<file path="src/rtl/jpeg_pkg.sv">
`default_nettype none
// +----------------------------------------------------------------------------+
// | jpeg_pkg : shared types and marker constants for the JPEG scan datapath    |
// | Revision : 1.0                                                             |
// +----------------------------------------------------------------------------+
package jpeg_pkg;

  typedef enum logic [2:0] {
    RUN       = 3'd0,
    STUFF     = 3'd1,
    PAD       = 3'd2,
    STUFF_END = 3'd3,
    EOI_FF    = 3'd4,
    EOI_D9    = 3'd5
  } packer_state_t;

  localparam logic [7:0] JPEG_MARKER_PREFIX = 8'hFF;
  localparam logic [7:0] JPEG_EOI_CODE      = 8'hD9;
  localparam logic [7:0] JPEG_STUFF_BYTE    = 8'h00;

endpackage : jpeg_pkg
`default_nettype wire

</file>
<file path="src/rtl/jpeg_bit_packer.sv">
`default_nettype none
// +----------------------------------------------------------------------------+
// | jpeg_bit_packer : MSB-first codeword packer with 0xFF byte stuffing,       |
// |                   1-padding of the final byte and optional EOI marker.     |
// | Option   : JPEG_EOI_APPEND_EN appends 0xFF 0xD9 after each scan.           |
// | Revision : 1.0                                                             |
// +----------------------------------------------------------------------------+
module jpeg_bit_packer
  import jpeg_pkg::*;
#(
  parameter int MAX_CODE_LEN = 32,
  parameter int BUF_W        = 64,
  localparam int LEN_W       = $clog2(MAX_CODE_LEN + 1)
) (
  input  logic                    clk,
  input  logic                    rst,
  input  logic [MAX_CODE_LEN-1:0] i_code,
  input  logic [LEN_W-1:0]        i_len,
  input  logic                    i_valid,
  input  logic                    i_last,
  output logic                    o_ready,
  output logic [7:0]              o_data,
  output logic                    o_valid,
  output logic                    o_data_end,
  input  logic                    i_wait
);

  localparam int FILL_W = $clog2(BUF_W + 1);

`ifdef JPEG_EOI_APPEND_EN
  localparam packer_state_t C_END_STATE = EOI_FF;
  localparam logic          C_END_KEEP  = 1'b1;
`else
  localparam packer_state_t C_END_STATE = RUN;
  localparam logic          C_END_KEEP  = 1'b0;
`endif

  // Valid bits are left-aligned: the oldest bit sits at r_buf[BUF_W-1].
  packer_state_t     r_state;
  logic [BUF_W-1:0]  r_buf;
  logic [FILL_W-1:0] r_fill;
  logic              r_last_seen;

  logic [LEN_W-1:0]  w_len;
  logic [7:0]        w_top;
  logic [7:0]        w_pad_byte;
  logic              w_accept;
  logic              w_pop;
  logic [FILL_W-1:0] w_fill_mid;
  logic [FILL_W-1:0] w_ins_sh;
  logic [BUF_W-1:0]  w_mask;
  logic [BUF_W-1:0]  w_code_ext;
  logic [BUF_W-1:0]  w_buf_next_run;
  logic [FILL_W-1:0] w_fill_next_run;
  logic              w_last_now;
  logic              w_end_on_pop;
  logic              w_pending;
  logic              w_end_cond;

  assign w_len      = (i_len > LEN_W'(MAX_CODE_LEN)) ? LEN_W'(MAX_CODE_LEN) : i_len;
  assign w_top      = r_buf[BUF_W-1 -: 8];
  assign w_pad_byte = w_top | (8'hFF >> r_fill);

  assign o_ready  = (r_state == RUN) & ~r_last_seen & (r_fill <= FILL_W'(BUF_W - MAX_CODE_LEN));
  assign w_accept = i_valid & o_ready;
  assign w_pop    = (r_state == RUN) & (r_fill >= FILL_W'(8)) & ~i_wait;

  // Pop first, then append the new codeword directly below the surviving bits.
  assign w_fill_mid      = w_pop ? (r_fill - FILL_W'(8)) : r_fill;
  assign w_ins_sh        = FILL_W'(BUF_W) - w_fill_mid - FILL_W'(w_len);
  assign w_mask          = ~({BUF_W{1'b1}} << w_len);
  assign w_code_ext      = {{(BUF_W - MAX_CODE_LEN){1'b0}}, i_code} & w_mask;
  assign w_buf_next_run  = (w_pop ? (r_buf << 8) : r_buf) |
                           (w_accept ? (w_code_ext << w_ins_sh) : '0);
  assign w_fill_next_run = w_fill_mid + (w_accept ? FILL_W'(w_len) : '0);
  assign w_last_now      = r_last_seen | (w_accept & i_last);

  // A zero-length i_last arriving while exactly one byte is buffered ends the scan on that byte.
  assign w_end_on_pop = (r_fill == FILL_W'(8)) & (w_top != JPEG_MARKER_PREFIX) &
                        (r_last_seen | (w_accept & i_last & (w_len == '0)));

  always_comb begin
    w_pending = 1'b1;
    o_data    = JPEG_STUFF_BYTE;
    case (r_state)
      RUN: begin
        w_pending = (r_fill >= FILL_W'(8));
        o_data    = w_top;
      end
      PAD:     o_data = w_pad_byte;
      EOI_FF:  o_data = JPEG_MARKER_PREFIX;
      EOI_D9:  o_data = JPEG_EOI_CODE;
      default: o_data = JPEG_STUFF_BYTE;
    endcase
  end

  always_comb begin
    w_end_cond = 1'b0;
`ifdef JPEG_EOI_APPEND_EN
    w_end_cond = (r_state == EOI_D9);
`else
    case (r_state)
      RUN:       w_end_cond = w_end_on_pop;
      STUFF:     w_end_cond = r_last_seen & (r_fill == '0);
      PAD:       w_end_cond = (w_pad_byte != JPEG_MARKER_PREFIX);
      STUFF_END: w_end_cond = 1'b1;
      default:   w_end_cond = 1'b0;
    endcase
`endif
  end

  assign o_valid    = w_pending & ~i_wait;
  assign o_data_end = o_valid & w_end_cond;

  always_ff @(posedge clk) begin
    if (rst) begin
      r_state     <= RUN;
      r_buf       <= '0;
      r_fill      <= '0;
      r_last_seen <= 1'b0;
    end else begin
      case (r_state)
        RUN: begin
          r_buf       <= w_buf_next_run;
          r_fill      <= w_fill_next_run;
          r_last_seen <= w_last_now;
          if (w_pop && (w_top == JPEG_MARKER_PREFIX)) begin
            r_state <= STUFF;
          end else if (r_last_seen && (r_fill < FILL_W'(8))) begin
            if (r_fill != '0) begin
              r_state <= PAD;
            end else begin
              r_state     <= C_END_STATE;
              r_last_seen <= C_END_KEEP;
            end
          end
        end
        STUFF: begin
          if (!i_wait) r_state <= RUN;
        end
        PAD: begin
          if (!i_wait) begin
            r_buf  <= '0;
            r_fill <= '0;
            if (w_pad_byte == JPEG_MARKER_PREFIX) begin
              r_state <= STUFF_END;
            end else begin
              r_state     <= C_END_STATE;
              r_last_seen <= C_END_KEEP;
            end
          end
        end
        STUFF_END: begin
          if (!i_wait) begin
            r_state     <= C_END_STATE;
            r_last_seen <= C_END_KEEP;
          end
        end
`ifdef JPEG_EOI_APPEND_EN
        EOI_FF: begin
          if (!i_wait) r_state <= EOI_D9;
        end
        EOI_D9: begin
          if (!i_wait) begin
            r_state     <= RUN;
            r_last_seen <= 1'b0;
          end
        end
`endif
        default: r_state <= RUN;
      endcase
    end
  end

endmodule : jpeg_bit_packer
`default_nettype wire
</file>
<file path="config.mk">
export PLATFORM = sky130hd
export DESIGN_NAME = jpeg_bit_packer
export DESIGN_NICKNAME = d
export VERILOG_FILES = /design/src/rtl/jpeg_pkg.sv /design/src/rtl/jpeg_bit_packer.sv
export SDC_FILE = /design/constraint.sdc
export NUM_CORES = 1
export LEC_CHECK = 0
export ABC_AREA = 1
export CORE_MARGIN = 1
export CORE_UTILIZATION = 50
export CTS_CLUSTER_DIAMETER = 200
export DETAILED_ROUTE_END_ITERATION = 8
export DONT_BUFFER_PORTS = 1
export GPL_TIMING_DRIVEN = 1
export SETUP_SLACK_MARGIN = 0.1
export SLEW_MARGIN = 40
export SYNTH_ARGS = -nofsm -noshare
export SYNTH_HDL_FRONTEND = slang
export SYNTH_SLANG_ARGS = --single-unit
</file>
<file path="constraint.sdc">
create_clock -name clk -period 4.9 [get_ports clk]
set_input_delay 1.225 -clock clk [delete_from_list [all_inputs] [get_ports clk]]
set_output_delay 1.225 -clock clk [all_outputs]
set_load 0.01 [all_outputs]
</file>
==> results.cfg <==
[status]
status = complete, no violations

[detailed_routing]
drc = 0
num_vias = 8944
drt_pass1_iterations = 7
post_drt_via_cell_ratio = 5.95
routed_wl_um = 26400
antenna_left = 0
wire_per_inst_um = 17.6
dr.first_iter.drc_count = 1000

[critical_path]
critPathTopFamily = simple AND/OR/NAND/NOR gates
cp_slowest_cell = dfxtp_1
crit_top_cell = nand2_1
required_ps = 5180
critPathArrivalTime_ps = 4560
cp_num_buf_inv = 5
end_kind = flop
startpoint_type = flop
crit_type = flop to flop
slowest_delay_ps = 460
path_cells = inv_1 > ha_1 > inv_1 > nor2_4 > nand2_2 > nand2_2 > xor2_1 > inv_1 > ha_1 > ha_1 > a21o_1 > nand2_1 > nand3_1 > nand2_1 > nand2_1 > xor2_4 > nand2_4 > nor2_4 > inv_2 > buf_4 > o21ai_1 > nand2_1 > a21oi_1
cp_max_fo = 20

[cells_and_area]
syn_to_final_growth_pct = 4.47
n_antenna_cell = 0
finalNetCount = 1384
finalNonFillerCells = 1504
drive_gt1_frac = 0.0591

[sta]
rsz0062_at_grt = false
finalMaxSlewViolations = 0
fmax_mhz = 233
setup_viol = 0
post-route-period-util = 0.874
tightest_slew_ps = 695
finalClockSkew_ps = 9.95
tns_ps = 0
fin_crit_ps = 4280
hold_viol_final = 0
relSlewSlack = 0.535

[clock_network]
cts_buffers = 9
root_buffer = clkbuf_16
clkTransAtPathRegs_ps = 60
post_cts_buffers = 0
clk_latency_ps = 340
clockBufferDepth = 2
postCtsHoldBufs = 0
cts_tree = built
clkSinkCount = 74
cts_resized = 0
cts_htree_levels = 3

[yosys]
synthArstFlopShare = 0
synth_fp_nets = 1436
mappedNetlistArea_sq_mm = 0.00766
synth_area_leaders = nand2_1 (22%), nand3_1 (20%), dfxtp_1 (19%)
yosysUniqueCellTypes = 49
yosysSeqAreaShare = 0.193
ys_ff_latch = 74
synth_enable_flop_cells = 0
avgSynthCellArea_sq_um = 5.60
yosys.area.top_type_share = 0.216
yosysWarnings = 0
syn_inst = 1368
yosysTopAreaCell = nand2_1
synth_ff_type = dfxtp_1

[placement]
dpl.cell_count = 1489
dpl.hpwl_um = 19700
gp_congestion = 0.958
io_buffers = 0

[floorplanning]
die-area_sq_mm = 0.0158
start_util = 0.519
core.rowCount = 44
core_sq_mm = 0.0148
die_height_um = 126
io-pin-count = 54
die_w_um = 126

[global_routing]
grt-ovfl-total = 0
grt_usage = 0.339
first_global_vias = 8233
grt_max_degree = 75
antenna_found_initial = 0
grt_pass1_wl_um = 42400

[min_path]
hold_class = flop to flop

[flow_run]
maxCapViolCount = 0
==> per-layer routing <==
metal | track usage | vias to the layer above | wire length (um)
met5 | 0 | - | 0
met4 | 0.128 | 0 | 826
met3 | 0.0565 | 55 | 1670
met2 | 0.560 | 314 | 12300
met1 | 0.443 | 4100 | 11600
li1 | - | 4475 | -
==> area by class of cell <==
type / instances / area, sq um
Multi-Input combinational cell: 1111 / 5480
Tap cell: 184 / 230
Inverter: 99 / 373
Sequential cell: 74 / 1480
Clock inverter: 5 / 32.5
Clock buffer: 10 / 229
Timing Repair Buffer: 21 / 178
Fill cell: 1605 / 6750
==> cell families (layout without fill, tap and decap cells) <==
group	after synthesis	in the layout	synth area share
xor+xnor	6	6	0.0113
buf+inv	183	135	0.0962
mux	2	2	0.00261
simple gates	855	855	0.496
compound gates	223	223	0.158
flops	74	74	0.193
fa+ha+maj	25	25	0.0428
==> metrics by stage <==
stage	area, sq um	setup WS, ps	utilization	hold slack (ps)
after floorplan	7660	478	-	445
after global placement	7710	373	0.523	446
after detailed placement	7740	334	0.525	449
after CTS	8000	623	0.542	458
after global routing	8000	248	0.542	474
final	8000	617	0.542	458
==> cell usage in the layout (no fill, tap or decap), types with 3 or more instances in the layout <==
master and count:
nand2_4 3, a21oi_1 93, clkbuf_16 9, nor2_2 3, nor3_1 3, clkinvlp_4 3, buf_4 20, nand3_1 305
nand2_2 3, o21bai_1 3, o211ai_1 11, o21ai_0 79, nor2_1 56, dfxtp_1 74, nand2_1 440, or2_2 5
nand4_1 24, ha_1 23, a21boi_0 4, o22ai_1 9, inv_2 10, clkinv_2 3, inv_1 86, a21boi_1 3
o21ai_1 9, nor2_4 5
==> path summary, 6_finish.rpt <==
path | slack (ps) | cells after the start | end | start
min | 460 | 2 | r_buf[39]$_SDFFE_PP0P_ | r_buf[39]$_SDFFE_PP0P_
max | 620 | 23 | r_buf[8]$_SDFFE_PP0P_ | r_fill[3]$_SDFFE_PP0P_
max reg2reg | 620 | 23 | r_buf[8]$_SDFFE_PP0P_ | r_fill[3]$_SDFFE_PP0P_
min reg2reg | 460 | 2 | r_buf[39]$_SDFFE_PP0P_ | r_buf[39]$_SDFFE_PP0P_
==> flip-flops by register name, summed over array words and instances, names as in the netlist <==
| signal | cells |
|---|---|
| r_buf | 64 |
| r_last_seen | 1 |
| r_state | 2 |
| r_fill | 7 |
==> tightest hold or removal path: cells and delay by family (launching register included) <==
family          cells  cell delay (ps)
flops               1              310
compound gates      1               60
simple gates        1               60
==> Yosys cell counts (3+ instances only) <==
| cell | count |
|---|---|
| buf_6 | 5 |
| nand2_4 | 3 |
| inv_1 | 86 |
| nor2_1 | 57 |
| nor3_1 | 3 |
| dfxtp_1 | 74 |
| nand3_1 | 305 |
| o22ai_1 | 9 |
| ha_1 | 23 |
| inv_2 | 10 |
| nor2_4 | 4 |
| o21bai_1 | 3 |
| or2_2 | 5 |
| a21oi_1 | 93 |
| o21ai_1 | 10 |
| o211ai_1 | 11 |
| nor2_2 | 3 |
| a21boi_1 | 3 |
| buf_2 | 8 |
| nand2_1 | 440 |
| buf_1 | 16 |
| clkbuf_1 | 54 |
| nand4_1 | 24 |
| o21ai_0 | 79 |
| a21boi_0 | 4 |
| nand2_2 | 3 |
Power is left out: the tool's default activity adds up to more than one toggle a clock period on the data nets, which glitch-free logic cannot reach.
